`src/rtl/id_ex_stage.sv`:
```
// ID/EX pipeline register for the 5-stage MIPS core. It also detects load-use hazards,
// injects bubbles on a stall or a branch flush, and keeps saturating debug event counters.
module id_ex_stage #(
  parameter int unsigned DW = 32,
  parameter int unsigned CW = 16
) (
  input  logic          clk,
  input  logic          rst_n,
  input  logic          hold,
  input  logic          flush,
  input  logic [1:0]    id_wb,
  input  logic [2:0]    id_m,
  input  logic [3:0]    id_exe,
  input  logic [DW-1:0] id_rd1,
  input  logic [DW-1:0] id_rd2,
  input  logic [DW-1:0] id_imm,
  input  logic [DW-1:0] id_pc4,
  input  logic [4:0]    id_rs,
  input  logic [4:0]    id_rt,
  input  logic [4:0]    id_rd,
  output logic [1:0]    ex_wb,
  output logic [2:0]    ex_m,
  output logic [3:0]    ex_exe,
  output logic [DW-1:0] ex_rd1,
  output logic [DW-1:0] ex_rd2,
  output logic [DW-1:0] ex_imm,
  output logic [DW-1:0] ex_pc4,
  output logic [4:0]    ex_rs,
  output logic [4:0]    ex_rt,
  output logic [4:0]    ex_rd,
  output logic          ex_valid,
  output logic          stall,
  output logic [CW-1:0] stall_cnt,
  output logic [CW-1:0] flush_cnt
);

  logic [1:0]    ex_wb_q, ex_wb_d;
  logic [2:0]    ex_m_q, ex_m_d;
  logic [3:0]    ex_exe_q, ex_exe_d;
  logic [DW-1:0] ex_rd1_q, ex_rd1_d, ex_rd2_q, ex_rd2_d;
  logic [DW-1:0] ex_imm_q, ex_imm_d, ex_pc4_q, ex_pc4_d;
  logic [4:0]    ex_rs_q, ex_rs_d, ex_rt_q, ex_rt_d, ex_rd_q, ex_rd_d;
  logic          ex_valid_q, ex_valid_d;
  logic [CW-1:0] stall_cnt_q, stall_cnt_d, flush_cnt_q, flush_cnt_d;
  logic          rt_used, hazard;

  // Instructions that read rt as a source: R-type, store, branch.
  assign rt_used = id_exe[0] | id_m[2] | id_m[0];
  assign hazard  = ex_valid_q & ex_m_q[1] & (ex_rt_q != 5'd0) &
                   ((ex_rt_q == id_rs) | (rt_used & (ex_rt_q == id_rt)));
  assign stall   = hazard & ~flush & ~hold;

  always_comb begin
    ex_wb_d     = ex_wb_q;
    ex_m_d      = ex_m_q;
    ex_exe_d    = ex_exe_q;
    ex_rd1_d    = ex_rd1_q;
    ex_rd2_d    = ex_rd2_q;
    ex_imm_d    = ex_imm_q;
    ex_pc4_d    = ex_pc4_q;
    ex_rs_d     = ex_rs_q;
    ex_rt_d     = ex_rt_q;
    ex_rd_d     = ex_rd_q;
    ex_valid_d  = ex_valid_q;
    stall_cnt_d = stall_cnt_q;
    flush_cnt_d = flush_cnt_q;
    if (!hold) begin
      ex_rd1_d = id_rd1;
      ex_rd2_d = id_rd2;
      ex_imm_d = id_imm;
      ex_pc4_d = id_pc4;
      ex_rs_d  = id_rs;
      ex_rt_d  = id_rt;
      ex_rd_d  = id_rd;
      if (flush || hazard) begin
        // Bubble: controls forced to zero regardless of the ID control inputs.
        ex_wb_d    = '0;
        ex_m_d     = '0;
        ex_exe_d   = '0;
        ex_valid_d = 1'b0;
        if (flush) begin
          if (flush_cnt_q != '1) flush_cnt_d = flush_cnt_q + CW'(1);
        end else begin
          if (stall_cnt_q != '1) stall_cnt_d = stall_cnt_q + CW'(1);
        end
      end else begin
        ex_wb_d    = id_wb;
        ex_m_d     = id_m;
        ex_exe_d   = id_exe;
        ex_valid_d = 1'b1;
      end
    end
  end

  always_ff @(posedge clk or negedge rst_n) begin
    if (!rst_n) begin
      ex_wb_q     <= '0;
      ex_m_q      <= '0;
      ex_exe_q    <= '0;
      ex_rd1_q    <= '0;
      ex_rd2_q    <= '0;
      ex_imm_q    <= '0;
      ex_pc4_q    <= '0;
      ex_rs_q     <= '0;
      ex_rt_q     <= '0;
      ex_rd_q     <= '0;
      ex_valid_q  <= 1'b0;
      stall_cnt_q <= '0;
      flush_cnt_q <= '0;
    end else begin
      ex_wb_q     <= ex_wb_d;
      ex_m_q      <= ex_m_d;
      ex_exe_q    <= ex_exe_d;
      ex_rd1_q    <= ex_rd1_d;
      ex_rd2_q    <= ex_rd2_d;
      ex_imm_q    <= ex_imm_d;
      ex_pc4_q    <= ex_pc4_d;
      ex_rs_q     <= ex_rs_d;
      ex_rt_q     <= ex_rt_d;
      ex_rd_q     <= ex_rd_d;
      ex_valid_q  <= ex_valid_d;
      stall_cnt_q <= stall_cnt_d;
      flush_cnt_q <= flush_cnt_d;
    end
  end

  assign ex_wb     = ex_wb_q;
  assign ex_m      = ex_m_q;
  assign ex_exe    = ex_exe_q;
  assign ex_rd1    = ex_rd1_q;
  assign ex_rd2    = ex_rd2_q;
  assign ex_imm    = ex_imm_q;
  assign ex_pc4    = ex_pc4_q;
  assign ex_rs     = ex_rs_q;
  assign ex_rt     = ex_rt_q;
  assign ex_rd     = ex_rd_q;
  assign ex_valid  = ex_valid_q;
  assign stall_cnt = stall_cnt_q;
  assign flush_cnt = flush_cnt_q;

endmodule
```
`config.mk`:
```
export PLATFORM = sky130hd
export DESIGN_NAME = id_ex_stage
export DESIGN_NICKNAME = d
export VERILOG_FILES = /design/src/rtl/id_ex_stage.sv
export SDC_FILE = /design/constraint.sdc
export NUM_CORES = 1
export LEC_CHECK = 0
export CORE_AREA = 4 4 130 132
export DETAILED_ROUTE_END_ITERATION = 12
export DIE_AREA = 0 0 134 136
export DONT_BUFFER_PORTS = 1
export PLACE_DENSITY = 0.62
export SETUP_SLACK_MARGIN = 0.4
export SLEW_MARGIN = 20
export SYNTH_ARGS = -nofsm -noshare
export SYNTH_HDL_FRONTEND = slang
export SYNTH_SLANG_ARGS = --single-unit
export TNS_END_PERCENT = 20
```
`constraint.sdc`:
```
create_clock -name clk -period 4 [get_ports clk]
set_input_delay 0.6 -clock clk [delete_from_list [all_inputs] [get_ports clk]]
set_output_delay 0.6 -clock clk [all_outputs]
set_load 0.01 [all_outputs]
```
[Word level (Yosys, flattened, before mapping)]
Cells that the tools add are included.
Word-level totals
  word-level logic and storage cells: 38
  input bits: 156
  flip-flop bits (word level): 185
Operators by class
  equal/unequal tests: 4
  muxes and demuxes: 4
  bitwise logic cells: 11
  reductions and logical operators: 4
  add/subtract/negate cells: 2
Operators by type and width (number)
  adder 16 x 1 -> 16 bit, second input constant: 2
  inequality test 16 bit, second input constant: 2
  == test 5 bit: 2
  AND reduction 4 bit: 2
  bitwise AND 1 bit: 6
  nonzero test 5 bit: 1
  two-way mux 4 bit: 1
  two-way mux 3 bit: 1
  OR 1 bit: 3
  two-way mux 2 bit: 1
  inverter 1 bit: 2
  logical OR 1 bit: 1
  two-way mux 1 bit: 1

[Longest topological paths before layout]
  depth in word-level cells: 7
  gate-level depth with buffers: 7
  gate-level depth less buffers: 6

[Least setup slack after synthesis]
No wires, ideal clock.
  kind: input-to-output
  from: in id_rt[3]
  to: out stall
  required time: 3.400 ns
  cell stages on the path: 5
  arrival: 1.581 ns
  slack: 1.819 ns
  cells stage by stage: xnor2_1 nand4_1 o22ai_2 buf_4 and3_1
On the way
  cells in the longest elaborated chain, start to end: 6
Ends and longest elaborated chain
  from (decl): RTL line 19  | input logic [4:0] id_rt,
  == test 5 bit: RTL line 50  | ((ex_rt_q == id_rs) | (rt_used & (ex_rt_q == id_rt)));
  bitwise AND 1 bit: RTL line 50
  OR 1 bit: RTL line 50
  bitwise AND 1 bit: RTL line 49  | assign hazard = ex_valid_q & ex_m_q[1] & (ex_rt_q != 5'd0) &
  bitwise AND 1 bit (2 in series): RTL line 51  | assign stall = hazard & ~flush & ~hold;
  to (decl): RTL line 32  | output logic stall,
No other way between the ends.

[Final worst setup path]
  from: reg ex_rt_q[0], in the netlist ex_rt[0]
  to: out stall
On the way
  cells in the longest elaborated chain, start to end: 6
  elaborated cells between the ends (all ways): 9
  those cells by class: 2 x eq/ne; 6 x bitwise; 1 x reduce/logical
Ends and longest elaborated chain
  from (decl): RTL line 42  | logic [4:0] ex_rs_q, ex_rs_d, ex_rt_q, ex_rt_d, ex_rd_q, ex_rd_d;
  from (signal assigned): RTL line 119  | ex_rt_q <= ex_rt_d;
  == test 5 bit: RTL line 50
  bitwise AND 1 bit: RTL line 50
  OR 1 bit: RTL line 50
  bitwise AND 1 bit *: RTL line 49
  bitwise AND 1 bit * (2 in series): RTL line 51
Mark *: on every way between the ends. The rest lies on a longest branch, timed or not.

==> impl_metrics.json <==
{
  "pwr-share-comb_pct": 5.9,
  "tritoncts": "yes",
  "hold_class": "in2async",
  "grt_pass1_vias": 4366,
  "max_slew_margin_pct": 42.4,
  "netlist_area_um2": 7370,
  "drtPass1Iterations": 4,
  "crit_arrival_ns": 2.35,
  "synth_seq_cells": 185,
  "dp_hpwl_um": 12800,
  "ir_worst_vdd_mv": 0.278,
  "holdWs_ns": -0.134,
  "drc_errors": 0,
  "post_route_cells_drive_above_1_share_pct": 37.6,
  "worst_pin_slew_ns": 0.864,
  "end_kind": "output pin",
  "clkSinkCount": 185,
  "clk_latency_ns": 0.42,
  "setup_viol": 0,
  "swShare_pct": 24.7,
  "drv_slew": 0,
  "hold_violations": 185,
  "diodes": 0,
  "clkPwrFrac_pct": 40.2,
  "fin_skew_ns": 0.00628,
  "status": "finished, violations left",
  "crit_slowest_cell": "o22ai_2",
  "use_met3_pct": 8.59,
  "p_int_mw": 3.25,
  "antenna_found_initial": 1,
  "place_ws_ns": 1.47,
  "layout_common_cells": "dfrtp_1, mux2_2, xnor2_1",
  "cp.required_ns": 3.40,
  "die-width_um": 134,
  "clk_path_buf_depth": 2,
  "final_core_util_pct": 51.9,
  "routabilityCongestion": 0.811,
  "drv_cap": 0,
  "crit_start": "ex_rt[0]",
  "routed_wl_um": 17500,
  "num_rows": 46,
  "worstReg2RegEnd": "stall_cnt[1]",
  "setup_tns_ns": 0,
  "nets": 647,
  "grtUsageMet2_pct": 32.0,
  "worstReg2RegStart": "ex_rt[0]",
  "grt_start_max_net_pins": 186,
  "reg2reg_setup_slack_ns": 1.67,
  "setup_ws_ns": 1.05,
  "final_common_cell": "dfrtp_1",
  "wl_per_cell_um": 24.3,
  "postRouteAntennaNets": 0,
  "cts_root_buf": "clkbuf_16",
  "cpPeakStageDelay_ns": 0.73,
  "postSynthCellCount": 491,
  "met1_usage_pct": 20.2,
  "cts_setup_buffers": 0,
  "p_per_area_nw_per_um2": 530,
  "violations": "negative hold slack",
  "vias": 4045,
  "portBuffers": 0,
  "critPathMaxFanout": 17,
  "gr-max-usage-layer": "met2",
  "cts_buffers": 17,
  "cts_resized": 0,
  "layout_worst_path_cycle_share_pct": 73.6,
  "start_util_pct": 46.9,
  "dieArea_um2": 18200,
  "fillCellCount": 1335,
  "layout_min_cycle_time_ns": 2.95,
  "synth_area_per_cell_um2": 15.0,
  "seq_area_frac_synth_pct": 62.8,
  "max_freq_mhz": 339,
  "drtIter0Drc": 314,
  "synth_nets": 649,
  "viasPerCell": 5.63,
  "worstSetupPathType": "reg2out",
  "overflow": 0,
  "htree_num_levels": 4,
  "core_um2": 15700,
  "critPathLaunchType": "register",
  "ys.warnings.count": 0,
  "grt_pass1_wl_um": 25900,
  "ff2ff_path_depth": 5,
  "ys_types": 37,
  "rsz0062_at_grt": "false",
  "crit_chain": "xnor2_1 -> o31ai_1 -> o22ai_2 -> and3_1",
  "grt_usage_pct": 18.8,
  "syn_to_final_growth_pct": 10.7,
  "clk_pin_slew_worst_paths_ns": 0.07,
  "ios": 342,
  "seqPwrFrac_pct": 53.9,
  "power.switching_mw": 1.07,
  "die_h_um": 136,
  "leakage_nw": 3.45
}
[per-stage QoR]
stage | total power, mW | cell area (um2) | hold slack (ns) | std cells
2_1_floorplan | 2.54 | 7370 | 0.304 | 491
3_3_place_gp | 2.61 | 7540 | 0.309 | 686
3_5_place_dp | 2.62 | 7540 | 0.310 | 686
4_1_cts | 4.38 | 8160 | -0.155 | 718
5_1_grt | 4.50 | 8160 | -0.159 | 718
6_report | 4.32 | 8160 | -0.134 | 718
[metal layers]
| layer | routed length (um) | share of wire [%] |
|---|---|---|
| met5 | 7 | 0.040 |
| met4 | 545 | 3.1 |
| met3 | 1900 | 11 |
| met2 | 9040 | 52 |
| met1 | 5970 | 34 |
[worst max-delay path by stage]
stage / to / slack [ns] / cells after the start
2_1_floorplan: stall / 1.82 / 5
3_3_place_gp: stall / 1.52 / 4
3_5_place_dp: stall / 1.47 / 4
4_1_cts: stall / 1.03 / 4
5_1_grt: stall / 0.94 / 4
6_report: stall / 1.05 / 4
[final cells by class]
cell class	instances	area [um2]	share of cell area, %
sequential	185	4630	56.8
multi-input combinational	283	2630	32.3
clock buffer	20	457	5.60
tap	216	270	3.31
clock inverter	12	160	1.96
inverter	2	7.51	0.0920
[sequential cells by signal, indices dropped and copies added (netlist names)]
signal     count
ex_rd          5
ex_rd1        32
flush_cnt     16
ex_rs          5
ex_imm        32
ex_rd2        32
ex_valid       1
ex_m           3
ex_wb          2
stall_cnt     16
ex_exe         4
ex_pc4        32
ex_rt          5
[cells by family (layout without fill, tap and decap cells)]
kind of cell | after synthesis | in the layout | share of synthesized area [%]
XOR/XNOR | 38 | 38 | 4.52
flip-flops | 185 | 185 | 62.8
adder cells (fa/ha/maj) | 2 | 2 | 0.340
AND/OR/NAND/NOR | 81 | 81 | 6.44
multiplexers | 146 | 146 | 22.3
buffers and inverters | 23 | 34 | 1.43
AO/OA/AOI/OAI | 16 | 16 | 2.12
[power by group through the flow]
stage          registers (mW)  clock network, mW  logic, mW
3_3_place_gp             2.36                  0      0.245
4_1_cts                  2.33               1.79      0.258
5_1_grt                  2.35               1.87      0.283
3_5_place_dp             2.37                  0      0.256
2_1_floorplan            2.29                  0      0.253
6_report                 2.33               1.74      0.254
[synth_stat cells]
cell type	n	area, um2
dfrtp_1	185	4630
mux2_2	145	1630
xnor2_1	29	254
nand4_1	16	100
clkbuf_1	13	48.8
nand3_1	12	60.1
nor2_1	11	41.3
nand2_1	10	37.5
a22o_1	9	78.8
xor2_1	9	78.8
nor4_1	7	43.8
and3_1	6	37.5
buf_2	6	30.0
nand3_2	4	40.0
nor3_1	4	20.0
and4_1	2	17.5
ha_1	2	25.0
nor2b_1	2	12.5
a211oi_1	1	7.51
a21o_1	1	7.51
a21oi_1	1	5.00
a21oi_4	1	16.3
buf_4	1	7.51
buf_6	1	11.3
inv_1	1	3.75
inv_2	1	3.75
mux2_1	1	11.3
nand4_2	1	12.5
nor2_2	1	6.26
nor4_2	1	12.5
nor4b_1	1	8.76
o211ai_4	1	21.3
o22ai_2	1	12.5
o31ai_1	1	7.51
or2_2	1	6.26
or3_1	1	6.26
or4_4	1	11.3
[worst max-delay path: cells and delay by family (launching register included)]
family	cells	cell delay, ns
AOI/OAI and AO/OA	2	0.86
xor gates and xnor gates	1	0.24
and+or+nand+nor	1	0.34
DFF	1	0.49
Power figures use the tool's default switching activity.
